$ cat src/rtl/addsub_pipe_if.sv
// addsub_pipe_if: handshake and data bundle for the pipelined add/sub unit.
//   master: drives operands, opcode, in_valid and out_ready (producer/consumer side)
//   slave : the addsub_pipe block; drives in_ready, out_valid, result and flags
interface addsub_pipe_if #(
  parameter int unsigned WIDTH = 32
) ();
  logic             in_valid;
  logic             in_ready;
  logic [WIDTH-1:0] ALU_dat1;
  logic [WIDTH-1:0] ALU_dat2;
  logic [4:0]       Instruction_to_ALU;
  logic             out_valid;
  logic             out_ready;
  logic [WIDTH-1:0] AddSub_out;
  logic             AddSub_overflow;
  logic             AddSub_zero;
  logic             AddSub_carry;
  logic             AddSub_neg;
  logic             AddSub_err;

  modport master (
    output in_valid, ALU_dat1, ALU_dat2, Instruction_to_ALU, out_ready,
    input  in_ready, out_valid, AddSub_out, AddSub_overflow, AddSub_zero,
           AddSub_carry, AddSub_neg, AddSub_err
  );

  modport slave (
    input  in_valid, ALU_dat1, ALU_dat2, Instruction_to_ALU, out_ready,
    output in_ready, out_valid, AddSub_out, AddSub_overflow, AddSub_zero,
           AddSub_carry, AddSub_neg, AddSub_err
  );
endinterface

$ cat src/rtl/addsub_pipe.sv
// addsub_pipe: pipelined ADD / SUB / SLT / SLTU unit. The carry chain is cut into
// CHUNK-bit slices, one slice per stage, so latency is WIDTH/CHUNK cycles.
// Ports:
//   soc_clk - clock, rising edge
//   reset   - asynchronous active-low reset
//   bus     - addsub_pipe_if slave: valid/ready input (operands, opcode),
//             valid/ready output (result, overflow/zero/carry/neg/err flags)
// All stages advance together when the output is free or being consumed.
module addsub_pipe #(
  parameter int unsigned WIDTH   = 32,
  parameter int unsigned CHUNK   = 8,
  parameter logic [4:0]  OP_ADD  = 5'd6,
  parameter logic [4:0]  OP_SUB  = 5'd7,
  parameter logic [4:0]  OP_SLT  = 5'd8,
  parameter logic [4:0]  OP_SLTU = 5'd9
) (
  input  logic         soc_clk,
  input  logic         reset,
  addsub_pipe_if.slave bus
);

  localparam int unsigned STAGES = WIDTH / CHUNK;
  localparam int unsigned LAST   = STAGES - 1;

  typedef enum logic [1:0] {KAdd, KSub, KSlt, KSltu} kind_e;

  // Per-stage state; stage LAST doubles as the output register.
  logic             valid_q [STAGES];
  logic             valid_d [STAGES];
  logic [WIDTH-1:0] a_q     [STAGES];
  logic [WIDTH-1:0] a_d     [STAGES];
  logic [WIDTH-1:0] b_q     [STAGES];
  logic [WIDTH-1:0] b_d     [STAGES];
  logic [WIDTH-1:0] sum_q   [STAGES];
  logic [WIDTH-1:0] sum_d   [STAGES];
  logic             carry_q [STAGES];
  logic             carry_d [STAGES];
  kind_e            kind_q  [STAGES];
  kind_e            kind_d  [STAGES];
  logic             err_q   [STAGES];
  logic             err_d   [STAGES];

  logic             en;
  kind_e            kind_in;
  logic             err_in;
  logic             sub_in;
  logic [WIDTH-1:0] a_in;
  logic [WIDTH-1:0] b_in;
  logic [CHUNK:0]   slice;

  assign en          = !valid_q[LAST] || bus.out_ready;
  assign bus.in_ready = en;

  always_comb begin
    kind_in = KAdd;
    err_in  = 1'b0;
    case (bus.Instruction_to_ALU)
      OP_ADD:  kind_in = KAdd;
      OP_SUB:  kind_in = KSub;
      OP_SLT:  kind_in = KSlt;
      OP_SLTU: kind_in = KSltu;
      default: err_in  = 1'b1;
    endcase
    // Illegal opcodes flow through as 0 + 0 + 0 so every raw flag comes out 0.
    sub_in = !err_in && (kind_in != KAdd);
    a_in   = err_in ? '0 : bus.ALU_dat1;
    b_in   = err_in ? '0 : (sub_in ? ~bus.ALU_dat2 : bus.ALU_dat2);

    slice = {1'b0, a_in[CHUNK-1:0]} + {1'b0, b_in[CHUNK-1:0]} + {{CHUNK{1'b0}}, sub_in};
    valid_d[0]              = bus.in_valid;
    a_d[0]                  = a_in;
    b_d[0]                  = b_in;
    kind_d[0]               = kind_in;
    err_d[0]                = err_in;
    sum_d[0]                = '0;
    sum_d[0][CHUNK-1:0]     = slice[CHUNK-1:0];
    carry_d[0]              = slice[CHUNK];

    for (int k = 1; k < STAGES; k++) begin
      // Carry-in comes only from the previous stage's registered slice carry.
      slice = {1'b0, a_q[k-1][k*CHUNK +: CHUNK]} + {1'b0, b_q[k-1][k*CHUNK +: CHUNK]}
              + {{CHUNK{1'b0}}, carry_q[k-1]};
      valid_d[k]                = valid_q[k-1];
      a_d[k]                    = a_q[k-1];
      b_d[k]                    = b_q[k-1];
      kind_d[k]                 = kind_q[k-1];
      err_d[k]                  = err_q[k-1];
      sum_d[k]                  = sum_q[k-1];
      sum_d[k][k*CHUNK +: CHUNK] = slice[CHUNK-1:0];
      carry_d[k]                = slice[CHUNK];
    end
  end

  always_ff @(posedge soc_clk or negedge reset) begin
    if (!reset) begin
      for (int k = 0; k < STAGES; k++) begin
        valid_q[k] <= 1'b0;
        a_q[k]     <= '0;
        b_q[k]     <= '0;
        sum_q[k]   <= '0;
        carry_q[k] <= 1'b0;
        kind_q[k]  <= KAdd;
        err_q[k]   <= 1'b0;
      end
    end else if (en) begin
      for (int k = 0; k < STAGES; k++) begin
        valid_q[k] <= valid_d[k];
        a_q[k]     <= a_d[k];
        b_q[k]     <= b_d[k];
        sum_q[k]   <= sum_d[k];
        carry_q[k] <= carry_d[k];
        kind_q[k]  <= kind_d[k];
        err_q[k]   <= err_d[k];
      end
    end
  end

  logic             neg_l;
  logic             ovf_l;
  logic             vld_l;
  logic [WIDTH-1:0] result;

  always_comb begin
    vld_l  = valid_q[LAST];
    neg_l  = sum_q[LAST][WIDTH-1];
    ovf_l  = (a_q[LAST][WIDTH-1] == b_q[LAST][WIDTH-1]) && (neg_l != a_q[LAST][WIDTH-1]);
    result = '0;
    if (!err_q[LAST]) begin
      unique case (kind_q[LAST])
        KAdd, KSub: result = sum_q[LAST];
        KSlt:       result = {{(WIDTH-1){1'b0}}, neg_l ^ ovf_l};
        KSltu:      result = {{(WIDTH-1){1'b0}}, ~carry_q[LAST]};
      endcase
    end
    // Gating with valid keeps every output at 0 while the output stage is empty.
    bus.out_valid       = vld_l;
    bus.AddSub_out      = vld_l ? result : '0;
    bus.AddSub_zero     = vld_l && (result == '0);
    bus.AddSub_neg      = vld_l && !err_q[LAST] && neg_l;
    bus.AddSub_carry    = vld_l && !err_q[LAST] && carry_q[LAST];
    bus.AddSub_overflow = vld_l && !err_q[LAST] && ovf_l;
    bus.AddSub_err      = vld_l && err_q[LAST];
  end

endmodule

$ cat src/flat_wrapper.sv
// flat-port wrapper written by rule: the top's interface ports become plain ports
module addsub_pipe_flat 
#(
  parameter int unsigned WIDTH   = 32,
  parameter int unsigned CHUNK   = 8,
  parameter logic [4:0]  OP_ADD  = 5'd6,
  parameter logic [4:0]  OP_SUB  = 5'd7,
  parameter logic [4:0]  OP_SLT  = 5'd8,
  parameter logic [4:0]  OP_SLTU = 5'd9
)
  (soc_clk, reset, bus_in_valid, bus_ALU_dat1, bus_ALU_dat2, bus_Instruction_to_ALU, bus_out_ready, bus_in_ready, bus_out_valid, bus_AddSub_out, bus_AddSub_overflow, bus_AddSub_zero, bus_AddSub_carry, bus_AddSub_neg, bus_AddSub_err);
  addsub_pipe_if #(.WIDTH(WIDTH)) bus_i ();
  input  logic soc_clk;
  input  logic reset;
  input wire logic [$bits(bus_i.in_valid)-1:0] bus_in_valid;
  input wire logic [$bits(bus_i.ALU_dat1)-1:0] bus_ALU_dat1;
  input wire logic [$bits(bus_i.ALU_dat2)-1:0] bus_ALU_dat2;
  input wire logic [$bits(bus_i.Instruction_to_ALU)-1:0] bus_Instruction_to_ALU;
  input wire logic [$bits(bus_i.out_ready)-1:0] bus_out_ready;
  output wire logic [$bits(bus_i.in_ready)-1:0] bus_in_ready;
  output wire logic [$bits(bus_i.out_valid)-1:0] bus_out_valid;
  output wire logic [$bits(bus_i.AddSub_out)-1:0] bus_AddSub_out;
  output wire logic [$bits(bus_i.AddSub_overflow)-1:0] bus_AddSub_overflow;
  output wire logic [$bits(bus_i.AddSub_zero)-1:0] bus_AddSub_zero;
  output wire logic [$bits(bus_i.AddSub_carry)-1:0] bus_AddSub_carry;
  output wire logic [$bits(bus_i.AddSub_neg)-1:0] bus_AddSub_neg;
  output wire logic [$bits(bus_i.AddSub_err)-1:0] bus_AddSub_err;
  assign bus_i.in_valid = bus_in_valid;
  assign bus_i.ALU_dat1 = bus_ALU_dat1;
  assign bus_i.ALU_dat2 = bus_ALU_dat2;
  assign bus_i.Instruction_to_ALU = bus_Instruction_to_ALU;
  assign bus_i.out_ready = bus_out_ready;
  assign bus_in_ready = bus_i.in_ready;
  assign bus_out_valid = bus_i.out_valid;
  assign bus_AddSub_out = bus_i.AddSub_out;
  assign bus_AddSub_overflow = bus_i.AddSub_overflow;
  assign bus_AddSub_zero = bus_i.AddSub_zero;
  assign bus_AddSub_carry = bus_i.AddSub_carry;
  assign bus_AddSub_neg = bus_i.AddSub_neg;
  assign bus_AddSub_err = bus_i.AddSub_err;
  addsub_pipe #(.WIDTH(WIDTH), .CHUNK(CHUNK), .OP_ADD(OP_ADD), .OP_SUB(OP_SUB), .OP_SLT(OP_SLT), .OP_SLTU(OP_SLTU)) u_core (.soc_clk(soc_clk), .reset(reset), .bus(bus_i));
endmodule
$ cat config.mk
export PLATFORM = sky130hd
export DESIGN_NAME = addsub_pipe_flat
export DESIGN_NICKNAME = d
export VERILOG_FILES = /design/src/rtl/addsub_pipe_if.sv /design/src/rtl/addsub_pipe.sv /design/src/flat_wrapper.sv
export SDC_FILE = /design/constraint.sdc
export NUM_CORES = 1
export LEC_CHECK = 0
export ABC_AREA = 1
export BUFFER_PORTS_ARGS = -buffer_cell sky130_fd_sc_hd__buf_4
export CAP_MARGIN = 30
export CORE_MARGIN = 5
export CORE_UTILIZATION = 40
export DETAILED_ROUTE_END_ITERATION = 16
export PLACE_DENSITY = 0.72
export SKIP_CTS_REPAIR_TIMING = 1
export SLEW_MARGIN = 20
export SYNTH_ARGS = -nofsm -noshare
export SYNTH_HDL_FRONTEND = slang
export SYNTH_SLANG_ARGS = --single-unit
$ cat constraint.sdc
create_clock -name soc_clk -period 1.4 [get_ports soc_clk]
set_input_delay 0.07 -clock soc_clk [delete_from_list [all_inputs] [get_ports soc_clk]]
set_output_delay 0.07 -clock soc_clk [all_outputs]
set_load 0.01 [all_outputs]
==> results by group <==
Power
  • Worst vdd ir: 0.001132 V
  • PwrDens: 1429 nW/um^2
  • Pleak: between 7 and 8 nW
  • Total power: 20.31 mW

Clock tree
  • Clk slew on worst S/H paths: ~0.070 ns
  • Skew-Pair Late Insertion Delay: 0.44 ns
  • CTS buffer count: 17
  • Clk buf depth: 2
  • Clk root buf: clkbuf_16
  • H-Tree Depth: 4
  • CTS sink count: 198
  • CTS tree: yes

Floorplanning
  • Initial Util: 0.4050
  • Die extent in x: 166.7 um
  • Core area: 24250 um^2
  • Full die area: 27790 um^2
  • Die H: 166.7 um
  • # IOs: 112
  • Rows: between 50 and 60

Routing
  • Routed WL: 26220 um
  • DR WL met2: 12470 um
  • DRT iter0 DRCs: 525
  • Via count: 8700
  • First-pass detailed-route iteration total: 5
  • Avg WL per Cell: around 14 um
  • Via density: 4.772
  • DRC viols: 0
  • Highest routed layer: met4
  • DRT met1 WL: 12650 um
  • Antenna Violating Nets Remaining: 0
  • Met3 wire len: 773 um

Finish
  • Fin area: between 10000 and 15000 um^2
  • Nets: 1596
  • Filler Cells Inserted: 2072
  • Share of layout cells above drive strength 1: 0.3082
  • Synthesis-to-finish area growth: 44.72%
  • Inserted Diodes: 0

Synth
  • Post-synthesis sequential area ratio: 0.5045
  • Post-synthesis cell count: 1252
  • #FFs+latches synth: 198
  • Synth warnings: 0
  • Syn nets: 1361
  • Post-synthesis cell area: roughly 10000 um^2
  • Yosys cell types: 29
  • Mean Syn Cell Area: 7.844 um^2

Global route
  • Grt ovf: 0
  • Pin count of the biggest net entering global routing: 56
  • Initial antenna violation count: 0
  • First-pass GRT wire length: 39160 um
  • GRT Util Overall: 0.1666
  • Vias in the first global route: 7976

Worst setup path
  • Worst Path Buf+Inv: 3
  • Critical path peak fanout: 19
  • Data arrival time of the worst path: 1.78 ns
  • Family with the most delay on the worst path: buffers and inverters
  • CP Cell Sequence: nor2_4 -> buf_12 -> inv_2 -> nor3_1 -> buf_4
  • Crit-path max cell delay: 0.41 ns
  • CP max stage cell: dfrtp_1
  • WP data required: between 1 and 1.5 ns
  • Crit Path Category: reg2out
  • Startpoint types: register
  • CP Capture Type: output port

Place
  • PortBufs: 111
  • Place WS: -0.5923 ns
  • Post-DP HPWL: approximately 17000 um
  • Area after DPL: 11480 um^2
  • RePlAce Congestion: 0.8413

Min path
  • Hold Crit Class: in2reg

Timing
  • Endpoints failing setup: 165
  • Worst Tran Pin Value: roughly 0.45 ns
  • Worst Skew: 0.008223 ns
  • Worst Hold Slack: 0.05762 ns
  • Final Hold Fails: 0
  • FMAX: 0.5407 GHz
  • Rel. slew slack: 0.6974
  • RSZ-0062 raised after global routing: yes
  • Period minus WS final: 1.849 ns
  • Final slew viol count: 0
  • Worst setup margin: -0.4493 ns
  • Final period util: 1.321

Run
  • Max cap viols: 0

Status
  • Failing checks: negative setup slack
  • Status: finished with violations
layout by cell type (no fill, tap or decap), types with 6 or more instances in the layout:
cell type,n
buf_8,6
nor3_2,13
nand3_4,7
nand3_2,31
dfrtp_1,197
a21oi_1,10
ha_1,18
nand2_4,16
o21ai_0,44
dlygate4sd3_1,50
ha_4,7
nand2_1,465
nand3_1,23
nand2_2,41
buf_6,25
a21oi_2,21
nor2_4,8
o21ai_2,14
o21ai_1,55
buf_12,15
nor2_1,22
nor2_2,10
fa_2,8
inv_1,128
inv_2,14
nand4_1,8
clkbuf_16,29
buf_4,161
cells in the mapped netlist, drive strengths merged:
| cell | number | share of area |
|---|---|---|
| o21ai | 114 | 0.058 |
| nor2 | 40 | 0.016 |
| fa | 8 | 0.016 |
| dfrtp | 198 | 0.50 |
| nand3 | 61 | 0.031 |
| xnor2 | 4 | 0.0036 |
| nor3b | 1 | 0.00076 |
| a21boi | 1 | 0.00076 |
| ha | 28 | 0.036 |
| a21oi | 34 | 0.017 |
| buf | 49 | 0.034 |
| nand3b | 4 | 0.0031 |
| a211oi | 4 | 0.0031 |
| inv | 147 | 0.056 |
| nor3 | 19 | 0.0097 |
| o22ai | 1 | 0.00064 |
| clkinv | 1 | 0.00038 |
| nand4 | 8 | 0.0051 |
| nand2 | 523 | 0.20 |
| or2 | 1 | 0.00064 |
| clkbuf | 6 | 0.0023 |
power breakdown:
| part | switching (mW) | total (mW) | internal, mW |
|---|---|---|---|
| clock | 2.12 | 5.21 | 3.09 |
| sequential | 0.800 | 7.73 | 6.92 |
| combinational | 4.10 | 7.37 | 3.27 |
| total | 7.01 | 20.3 | 13.3 |
cell type report:
cell class | instances | area [um^2] | area share
tap | 324 | 405.4 | 0.02852
sequential | 198 | 4956 | 0.3487
multi-input combinational | 851 | 4903 | 0.3450
clock inverter | 10 | 171.4 | 0.01206
timing repair buffer | 271 | 2723 | 0.1916
inverter | 148 | 593.1 | 0.04173
clock buffer | 21 | 460.4 | 0.03240
tightest hold or removal path: cells and delay by family:
family                 cells  cell delay, ns
buffers and inverters      3            0.32
AO/OA/AOI/OAI              1            0.06
cells by family (layout without fill, tap and decap cells):
kind of cell	count (synthesis)	count (layout)	synth area share
buffers and inverters	203	450	0.09249
and+or+nand+nor	657	657	0.2676
DFF	198	198	0.5045
AOI/OAI and AO/OA	154	154	0.07988
adders and majority gates	36	36	0.05198
xor gates and xnor gates	4	4	0.003567
per-stage QoR:
step / TNS [ns] / util / instances
after detailed placement: -7.549 / 0.4736 / 1699
after CTS: -14.34 / 0.4996 / 1730
final: -29.55 / 0.5861 / 1823
after global placement: -6.407 / 0.4736 / 1699
after floorplan: -2.996 / - / 1252
after global routing: -44.11 / 0.5861 / 1823
registers in the layout, summed over array words and instances (netlist names), 3 cells and up:
register,count
u_core.kind_d,6
u_core.b_d,48
u_core.sum_q,31
u_core.err_d,3
u_core.sum_d,48
u_core.valid_d,3
u_core.carry_q,4
u_core.a_d,48
worst paths after layout:
kind,startpoint,endpoint,slack (ns),cells after the start
worst max-delay path,u_core.kind_q[1]$_DFFE_PN0P_,bus_AddSub_out[6],-0.45,5
worst min-delay path,bus_Instruction_to_ALU[0],u_core.kind_d[4]$_DFFE_PN0P_,0.06,4
worst max register to register,u_core.a_d[48]$_DFFE_PN0P_,u_core.sum_d[22]$_DFFE_PN0P_,-0.27,9
worst min register to register,u_core.b_d[90]$_DFFE_PN0P_,u_core.b_d[58]$_DFFE_PN0P_,0.46,2
max in group asynchronous,reset,u_core.b_d[79]$_DFFE_PN0P_,0.71,3
min in group asynchronous,reset,u_core.a_d[90]$_DFFE_PN0P_,0.14,2
metal layers:
metal	global-route usage	up-vias
met5	0	-
met4	0.04305	0
met3	0.03105	29
met2	0.2504	152
met1	0.2497	4139
li1	-	4380
Note: power is estimated with default switching activity, not from simulation.
